## src/rtl/reg_file_2r1w.sv

```systemverilog
`default_nettype none
// ============================================================================
//  Module   : reg_file_2r1w
//  Purpose  : Parametrised register file with one write port and two
//             independent registered read ports. Reads bypass a same-cycle
//             write, register 0 may be hardwired to zero, and any access to
//             an unimplemented address raises a sticky error flag.
//  Ports    : clk                      rising-edge clock
//             reset                    synchronous, active-high reset
//             wr_en/wr_addr/wr_data    write port
//             rd_en_x/rd_addr_x        read request, x = a|b
//             rd_data_x/rd_vld_x       registered read data and 1-cycle strobe
//             addr_err                 sticky out-of-range access flag
//  Revision : 1.0  initial release
// ============================================================================
module reg_file_2r1w #(
    parameter int                DATA_W    = 32,
    parameter int                ADDR_W    = 5,
    parameter int                DEPTH     = 32,
    parameter bit                ZERO_R0   = 1'b1,
    parameter logic [DATA_W-1:0] OOR_VALUE = DATA_W'(32)
) (
    input  logic              clk,
    input  logic              reset,
    input  logic              wr_en,
    input  logic [ADDR_W-1:0] wr_addr,
    input  logic [DATA_W-1:0] wr_data,
    input  logic              rd_en_a,
    input  logic [ADDR_W-1:0] rd_addr_a,
    output logic [DATA_W-1:0] rd_data_a,
    output logic              rd_vld_a,
    input  logic              rd_en_b,
    input  logic [ADDR_W-1:0] rd_addr_b,
    output logic [DATA_W-1:0] rd_data_b,
    output logic              rd_vld_b,
    output logic              addr_err
);

    // The storage view spans the full address space so every read index is
    // in bounds; slots at or above DEPTH are tied to zero and never selected.
    localparam int                c_slots = 1 << ADDR_W;
    localparam logic [ADDR_W:0]   c_depth = (ADDR_W+1)'(DEPTH);

    logic [DATA_W-1:0] w_mem [c_slots];

    logic              w_wr_oor;
    logic              w_wr_ok;
    logic              w_oor_a;
    logic              w_oor_b;
    logic              w_zero_a;
    logic              w_zero_b;
    logic              w_hit_a;
    logic              w_hit_b;
    logic [DATA_W-1:0] w_next_a;
    logic [DATA_W-1:0] w_next_b;

    logic [DATA_W-1:0] r_data_a;
    logic [DATA_W-1:0] r_data_b;
    logic              r_vld_a;
    logic              r_vld_b;
    logic              r_err;

    // ------------------------------------------------------------------
    // Write qualification: out-of-range writes and writes to a hardwired
    // R0 are dropped here so no storage flop sees them.
    // ------------------------------------------------------------------
    assign w_wr_oor = ({1'b0, wr_addr} >= c_depth);
    assign w_wr_ok  = wr_en && !w_wr_oor && !(ZERO_R0 && (wr_addr == '0));

    // ------------------------------------------------------------------
    // Storage
    // ------------------------------------------------------------------
    for (genvar gi = 0; gi < c_slots; gi++) begin : g_reg
        if (gi >= DEPTH) begin : g_unused
            assign w_mem[gi] = '0;
        end else if (ZERO_R0 && (gi == 0)) begin : g_zero
            assign w_mem[gi] = '0;
        end else begin : g_flop
            localparam logic [ADDR_W-1:0] c_idx = ADDR_W'(gi);
            logic [DATA_W-1:0] r_q;

            always_ff @(posedge clk) begin
                if (reset) begin
                    r_q <= '0;
                end else if (w_wr_ok && (wr_addr == c_idx)) begin
                    r_q <= wr_data;
                end
            end

            assign w_mem[gi] = r_q;
        end
    end

    // ------------------------------------------------------------------
    // Read selection. Assignments run lowest priority first so the later
    // ones win: mem < bypass < hardwired zero < out-of-range value.
    // ------------------------------------------------------------------
    assign w_oor_a  = ({1'b0, rd_addr_a} >= c_depth);
    assign w_oor_b  = ({1'b0, rd_addr_b} >= c_depth);
    assign w_zero_a = ZERO_R0 && (rd_addr_a == '0);
    assign w_zero_b = ZERO_R0 && (rd_addr_b == '0);
    assign w_hit_a  = wr_en && (wr_addr == rd_addr_a);
    assign w_hit_b  = wr_en && (wr_addr == rd_addr_b);

    always_comb begin
        w_next_a = w_mem[rd_addr_a];
        if (w_hit_a)  w_next_a = wr_data;
        if (w_zero_a) w_next_a = '0;
        if (w_oor_a)  w_next_a = OOR_VALUE;
    end

    always_comb begin
        w_next_b = w_mem[rd_addr_b];
        if (w_hit_b)  w_next_b = wr_data;
        if (w_zero_b) w_next_b = '0;
        if (w_oor_b)  w_next_b = OOR_VALUE;
    end

    // ------------------------------------------------------------------
    // Output registers. Data holds its last value when no read is issued;
    // reset clears any read launched in the same cycle.
    // ------------------------------------------------------------------
    always_ff @(posedge clk) begin
        if (reset) begin
            r_data_a <= '0;
            r_data_b <= '0;
            r_vld_a  <= 1'b0;
            r_vld_b  <= 1'b0;
            r_err    <= 1'b0;
        end else begin
            r_vld_a <= rd_en_a;
            r_vld_b <= rd_en_b;
            if (rd_en_a) r_data_a <= w_next_a;
            if (rd_en_b) r_data_b <= w_next_b;
            if ((wr_en && w_wr_oor) || (rd_en_a && w_oor_a) || (rd_en_b && w_oor_b)) begin
                r_err <= 1'b1;
            end
        end
    end

    assign rd_data_a = r_data_a;
    assign rd_data_b = r_data_b;
    assign rd_vld_a  = r_vld_a;
    assign rd_vld_b  = r_vld_b;
    assign addr_err  = r_err;

endmodule
`default_nettype wire

```

## config.mk

```make
export PLATFORM = sky130hd
export DESIGN_NAME = reg_file_2r1w
export DESIGN_NICKNAME = d
export VERILOG_FILES = /design/src/rtl/reg_file_2r1w.sv
export SDC_FILE = /design/constraint.sdc
export NUM_CORES = 2
export LEC_CHECK = 0
export BUFFER_PORTS_ARGS = -buffer_cell sky130_fd_sc_hd__buf_2
export CORE_UTILIZATION = 62
export DETAILED_ROUTE_END_ITERATION = 10
export HOLD_SLACK_MARGIN = 0.15
export MAX_ROUTING_LAYER = met4
export PLACE_DENSITY = 0.79
export SLEW_MARGIN = 20
export SYNTH_ARGS = -nofsm -noshare
export SYNTH_HDL_FRONTEND = slang
export SYNTH_SLANG_ARGS = --single-unit
```

## constraint.sdc

```tcl
create_clock -name clk -period 4.5 [get_ports clk]
set_clock_uncertainty 0.05 [all_clocks]
set_input_delay 0.225 -clock clk [delete_from_list [all_inputs] [get_ports clk]]
set_output_delay 0.225 -clock clk [all_outputs]
set_load 0.005 [all_outputs]
```

# == After elaboration in Yosys (flattened, before gate mapping) ==
# Index checks and enable logic that the tools add are counted.
# word_totals
regBits,1058
latch_bits,0
mem_bits_rw,0
mem_bits_ro,0
inputBits,52
output_inout_bits,67
word_cells,120
memories,0
# op_classes
add_sub_neg,0
n_mul,0
n_div,0
order_cmp,2
eq_ne,33
shift,0
muxes,10
n_bitwise,2
reduce_logical,38
# op_table
op,count
32-bit binary-select mux with 5-bit select,2
32-bit 2-to-1 mux,8
"5-bit == test, second input constant",16
"5-bit by 4-bit == test with 1-bit output, second input constant",8
1-bit logical AND,34
"5-bit by 3-bit == test with 1-bit output, second input constant",4
5-bit logical NOT,3
"6-bit >= comparator, second input constant",2
5-bit inverter with 6-bit output,2
"5-bit by 2-bit == test with 1-bit output, second input constant",2
5-bit == test,2
"5-bit by 1-bit == test with 1-bit output, second input constant",1
1-bit logical NOT,1

# == Longest topological paths before layout ==
# logic_depth
depth_word,6
mapped_depth,10
mapped_depth_nobuf,5

# == Worst setup path after synthesis ==
# No wires, ideal clock.
# synth_path
path_type,input to register
from,input rd_addr_b[0]
to,"register r_data_b[17], in the netlist rd_data_b[17]"
setup_ns,0.123
arrival_time_ns,2.134
required_time_ns,4.327
slack_ns,2.193
stages,7
n_path_buf,3
path_cell_list,buf_2 > clkbuf_1 > buf_2 > mux4_2 > mux4_2 > nand2_1 > nand2_1
# synth_between
elab_chain_len,6
word_cells_on_any_way,9
classes_between,1 x eq/ne; 5 x mux; 1 x bitwise; 2 x reduce/logical
# synth_lines
item,line_no,source
"start, declared",33,"input logic [ADDR_W-1:0] rd_addr_b,"
5-bit inverter with 6-bit output (implied by the code),113,w_next_b = w_mem[rd_addr_b];
32-bit binary-select mux with 5-bit select,113,
32-bit 2-to-1 mux (implied by the code) (2 in series),113,
32-bit 2-to-1 mux,114,if (w_hit_b) w_next_b = wr_data;
32-bit 2-to-1 mux (*),115,if (w_zero_b) w_next_b = '0;
"end signal, assigned",134,if (rd_en_b) r_data_b <= w_next_b;
"end, declared",58,logic [DATA_W-1:0] r_data_b;
# Every way passes the cells marked *; elsewhere a longest branch is shown, timed or not. The select of a mux whose other input is x is not followed.
# A chain may end at the register's enable or synchronous reset.

# == Final worst setup path ==
# layout_path
from,input wr_addr[2]
to,register g_reg[21].g_flop.r_q[4]
# layout_between
elab_chain_len,4
word_cells_on_any_way,5
classes_between,1 x eq/ne; 4 x reduce/logical
# layout_lines
item,line_no,source
"start, declared",26,"input logic [ADDR_W-1:0] wr_addr,"
5-bit logical NOT,68,assign w_wr_ok = wr_en && !w_wr_oor && !(ZERO_R0 && (wr_addr == '0));
1-bit logical NOT,68,
1-bit logical AND,68,
1-bit logical AND (*),85,end else if (w_wr_ok && (wr_addr == c_idx)) begin
"end signal, assigned",86,r_q <= wr_data;
"end, declared",80,logic [DATA_W-1:0] r_q;
# Every way passes the cells marked *; elsewhere a longest branch is shown, timed or not.

==> summary.md <==
| Metric | Value |
|---|---|
| Status | finished, final reports clean |
| Hold Path Sink | rd_data_a[12] |
| TritonCTS buffer count | 107 |
| Drt first pass iters | 10 |
| Mapped Area | 53,000 sq um |
| Initial antenna violation count | 21 |
| Fin worst setup slack | 1.37 ns |
| HP Start | rd_addr_a[2] |
| Met2 Usage GRT | 64.9% |
| Number of synthesized flops with an enable pin | 0 |
| Setup TNS Final | 0 ns |
| Leak Pwr | 0.0190 uW |
| Syn_nets | 5,926 |
| DR iter-0 viols | 8,714 |
| Fmax | 0.320 GHz |
| Ys flop type | dfxtp_1 |
| Leading cell types by count after synthesis | nand2_1 (2,078), dfxtp_1 (1,058), a21oi_1 (1,030) |
| Largest net degree at the start of global routing | 217 |
| Pint | 15,200 uW |
| Post-synth top area cell | dfxtp_1 |
| I/O Buffers | 117 |
| Root buffer cell | clkbuf_16 |
| Slew HR | 14.6% |
| Later-pin clock latency in the skew report | 0.71 ns |
| Die area | 86,600 sq um |
| Most numerous cell in the Yosys netlist | nand2_1 |
| Crit path DAT | 3.71 ns |
| Critical path cell sequence | dlygate4sd3_1 -> buf_2 -> nand2b_1 -> or2_2 -> nor2_4 -> buf_4 -> nand2_1 -> a21oi_1 |
| Die H | 294 um |
| Gr ovfl total | 0 |
| Met3 GRT Util | 21.4% |
| Reg2reg setup slack | 2.50 ns |
| Top-area cell type share of the netlist area | 40.0% |
| Hold/Removal Path Class | input port to flip-flop |
| Combinational family with the most area after synthesis | multiplexers |
| Reg clk slew, reported paths | 0.06 ns |
| Worst Reg-to-Reg Cells | 4 |
| Hold path cells | 5 |
| DR DRC count | 0 |
| Critical Path Max Stage Delay | 0.81 ns |
| Setup CP Type | input port to flip-flop |
| Period Utilization, post-route | 69.5% |
| Clk sink count | 1,058 |
| Io pins | 119 |
| Part of the power in registers | 46.8% |
| Pre-CTS setup slack | 1.30 ns |
| Clk pwr share | 45.3% |
| Utilization after layout | 69.0% |
| Reg2reg start | g_reg[14].g_flop.r_q[17] |
| Max-Cap Viols | 0 |
| Switching Share | 25.4% |
| Crit path max fanout | 17 |
| Shortest period the worst path allows | 3.13 ns |
| Number of H-tree levels | 3 |
| Vias in the first global route | 47,300 |
| WL final | 209 mm |
| RSZ-0062 raised after global routing | false |
| Mux share of post-synthesis cell area | 25.6% |
| CTS tree | yes |
| Adder-Cell Fraction of Synth Area | 0% |
| Final setup fails | 0 |
| Post-CTS resize count | 0 |
| Simple-Gate Fraction of Synth Area | 16.4% |
| Total GRT Usage | 49.3% |
| Die Wd | 294 um |
| Layout Nets | 5,689 |
| Post-synthesis sequential area ratio | 40.0% |
| Final hold vios | 0 |
| Compound-Gate Fraction of Synth Area | 12.8% |
| Rows | 106 |
| Slew at the pin closest to its max-slew limit | 1.27 ns |
| Synth top area cells | dfxtp_1 (40%), mux4_2 (22%), nand2_1 (15%), a21oi_1 (9.7%), clkbuf_1 (3.5%) |
| Avg WL per Cell | 30.3 um |
| Comb power frac | 7.9% |
| Post-DR vias/cell | 7.23 |
| Crit path launch type | input port |
| DP Wirelength | 119 mm |
| P_sw | 5160 uW |
| Syn-to-layout area delta | 9.50% |
| Wire length of the first global-routing pass | 304 mm |
| Via count | 49,800 |
| CP max-delay cell | nor2_4 |
| Peak supply drop | 0.000345 V |
| Max Transition Viols Final | 0 |
| Clk buf depth | 3 |
| Syn. warnings | 0 |
| Initial core utilization | 63.0% |
| Yosys cell types | 44 |
| Total core area | 84,100 sq um |
| Critical Path Sink Type | flip-flop |
| CP required | 5.08 ns |
| Syn avg cell area | 9.02 sq um |
| Fraction of registers with async set/reset | 0% |
| M1 GR Usage | 59.8% |
| RR Endpoint | rd_data_b[17] |
| GRT busiest layer | met2 |
| Power per Cell Area | 351 nW/um^2 |
| Synth Instances | 5,874 |
| ANT nets after route | 0 |
| Post-Synth XOR/XNOR Area | 0.165% |
| Fraction of layout cells with a size suffix above 1 | 20.0% |
| Gpl congestion | 0.960 |
| #FFs+latches synth | 1,058 |
==> cell type report <==
class	instances	area, sq um
Multi-Input combinational cell	4184	29500
Fill cell	6216	26100
Antenna cell	32	80.1
Tap cell	1134	1420
Sequential cell	1058	21200
Clock buffer	158	3130
Inverter	2	7.51
Timing Repair Buffer	284	2230
Clock inverter	39	444
==> timing repair <==
item	CTS	global route
buffers inserted	0	0
hold buffers	38	0
hold endpoints to repair	1016	0
==> critical path, delay by kind of cell <==
kind | cells | cell delay [ns]
AO/OA/AOI/OAI | 1 | 0.17
AND/OR/NAND/NOR | 4 | 1.75
buffers and inverters | 3 | 1.52
==> routing by layer <==
metal | vias to the layer above | wire length, um
met2 | 4895 | 83400
met3 | 1448 | 39900
met4 | 0 | 18900
li1 | 20100 | -
met5 | - | 0
met1 | 23400 | 66400
==> registers in the layout, summed over array words and instances, names as in the netlist <==
| signal | flops |
|---|---|
| rd_vld_a | 1 |
| rd_data_b | 32 |
| g.g_flop.r_q | 992 |
| rd_vld_b | 1 |
| rd_data_a | 32 |
==> kinds of logic (layout without fill, tap and decap cells) <==
logic type | count (synthesis) | in the layout
simple gates | 2238 | 2238
xor+xnor | 10 | 10
mux | 694 | 694
compound gates | 1241 | 1241
other cells | 1 | 33
buf+inv | 632 | 483
flops | 1058 | 1058
==> worst max path at each step <==
stage	startpoint	to	slack, ns
finish	wr_addr[2]	g_reg[21].g_flop.r_q[4]	1.37
global route	wr_addr[2]	g_reg[21].g_flop.r_q[30]	1.41
CTS	wr_addr[2]	g_reg[21].g_flop.r_q[13]	1.64
detailed placement	rd_addr_b[0]	rd_data_b[17]	1.30
global placement	rd_addr_b[0]	rd_data_b[7]	1.31
floorplan	rd_addr_b[0]	rd_data_b[17]	2.19
==> power groups by stage <==
| stage | clock [uW] | combinational (uW) | sequential [uW] |
|---|---|---|---|
| global placement | 0 | 1470 | 9720 |
| finish | 9220 | 1610 | 9520 |
| floorplan | 0 | 1030 | 9690 |
| detailed placement | 0 | 1490 | 9720 |
| global route | 9550 | 1620 | 9520 |
| CTS | 9140 | 1520 | 9510 |
==> metrics by stage <==
step	total power, uW	cell area, sq um	std cells	hold slack, ns
3_3_place_gp	11200	53900	6623	0.399
5_1_grt	20700	58000	6881	0.209
3_5_place_dp	11200	53900	6623	0.406
4_1_cts	20200	57900	6858	0.160
2_1_floorplan	10700	53000	5874	0.392
6_report	20400	58000	6891	0.223
==> layout by cell type (no fill, tap or decap), types with 32 or more instances in the layout <==
master	count
dlygate4sd3_1	38
mux4_2	517
dfxtp_1	1058
a21oi_1	1030
nand2_1	2047
a22o_1	43
buf_4	113
buf_2	108
mux2i_1	44
nor2b_1	60
clkbuf_16	108
mux2_2	133
diode_2	32
o22ai_1	32
Note: power is estimated with default switching activity, not from simulation.
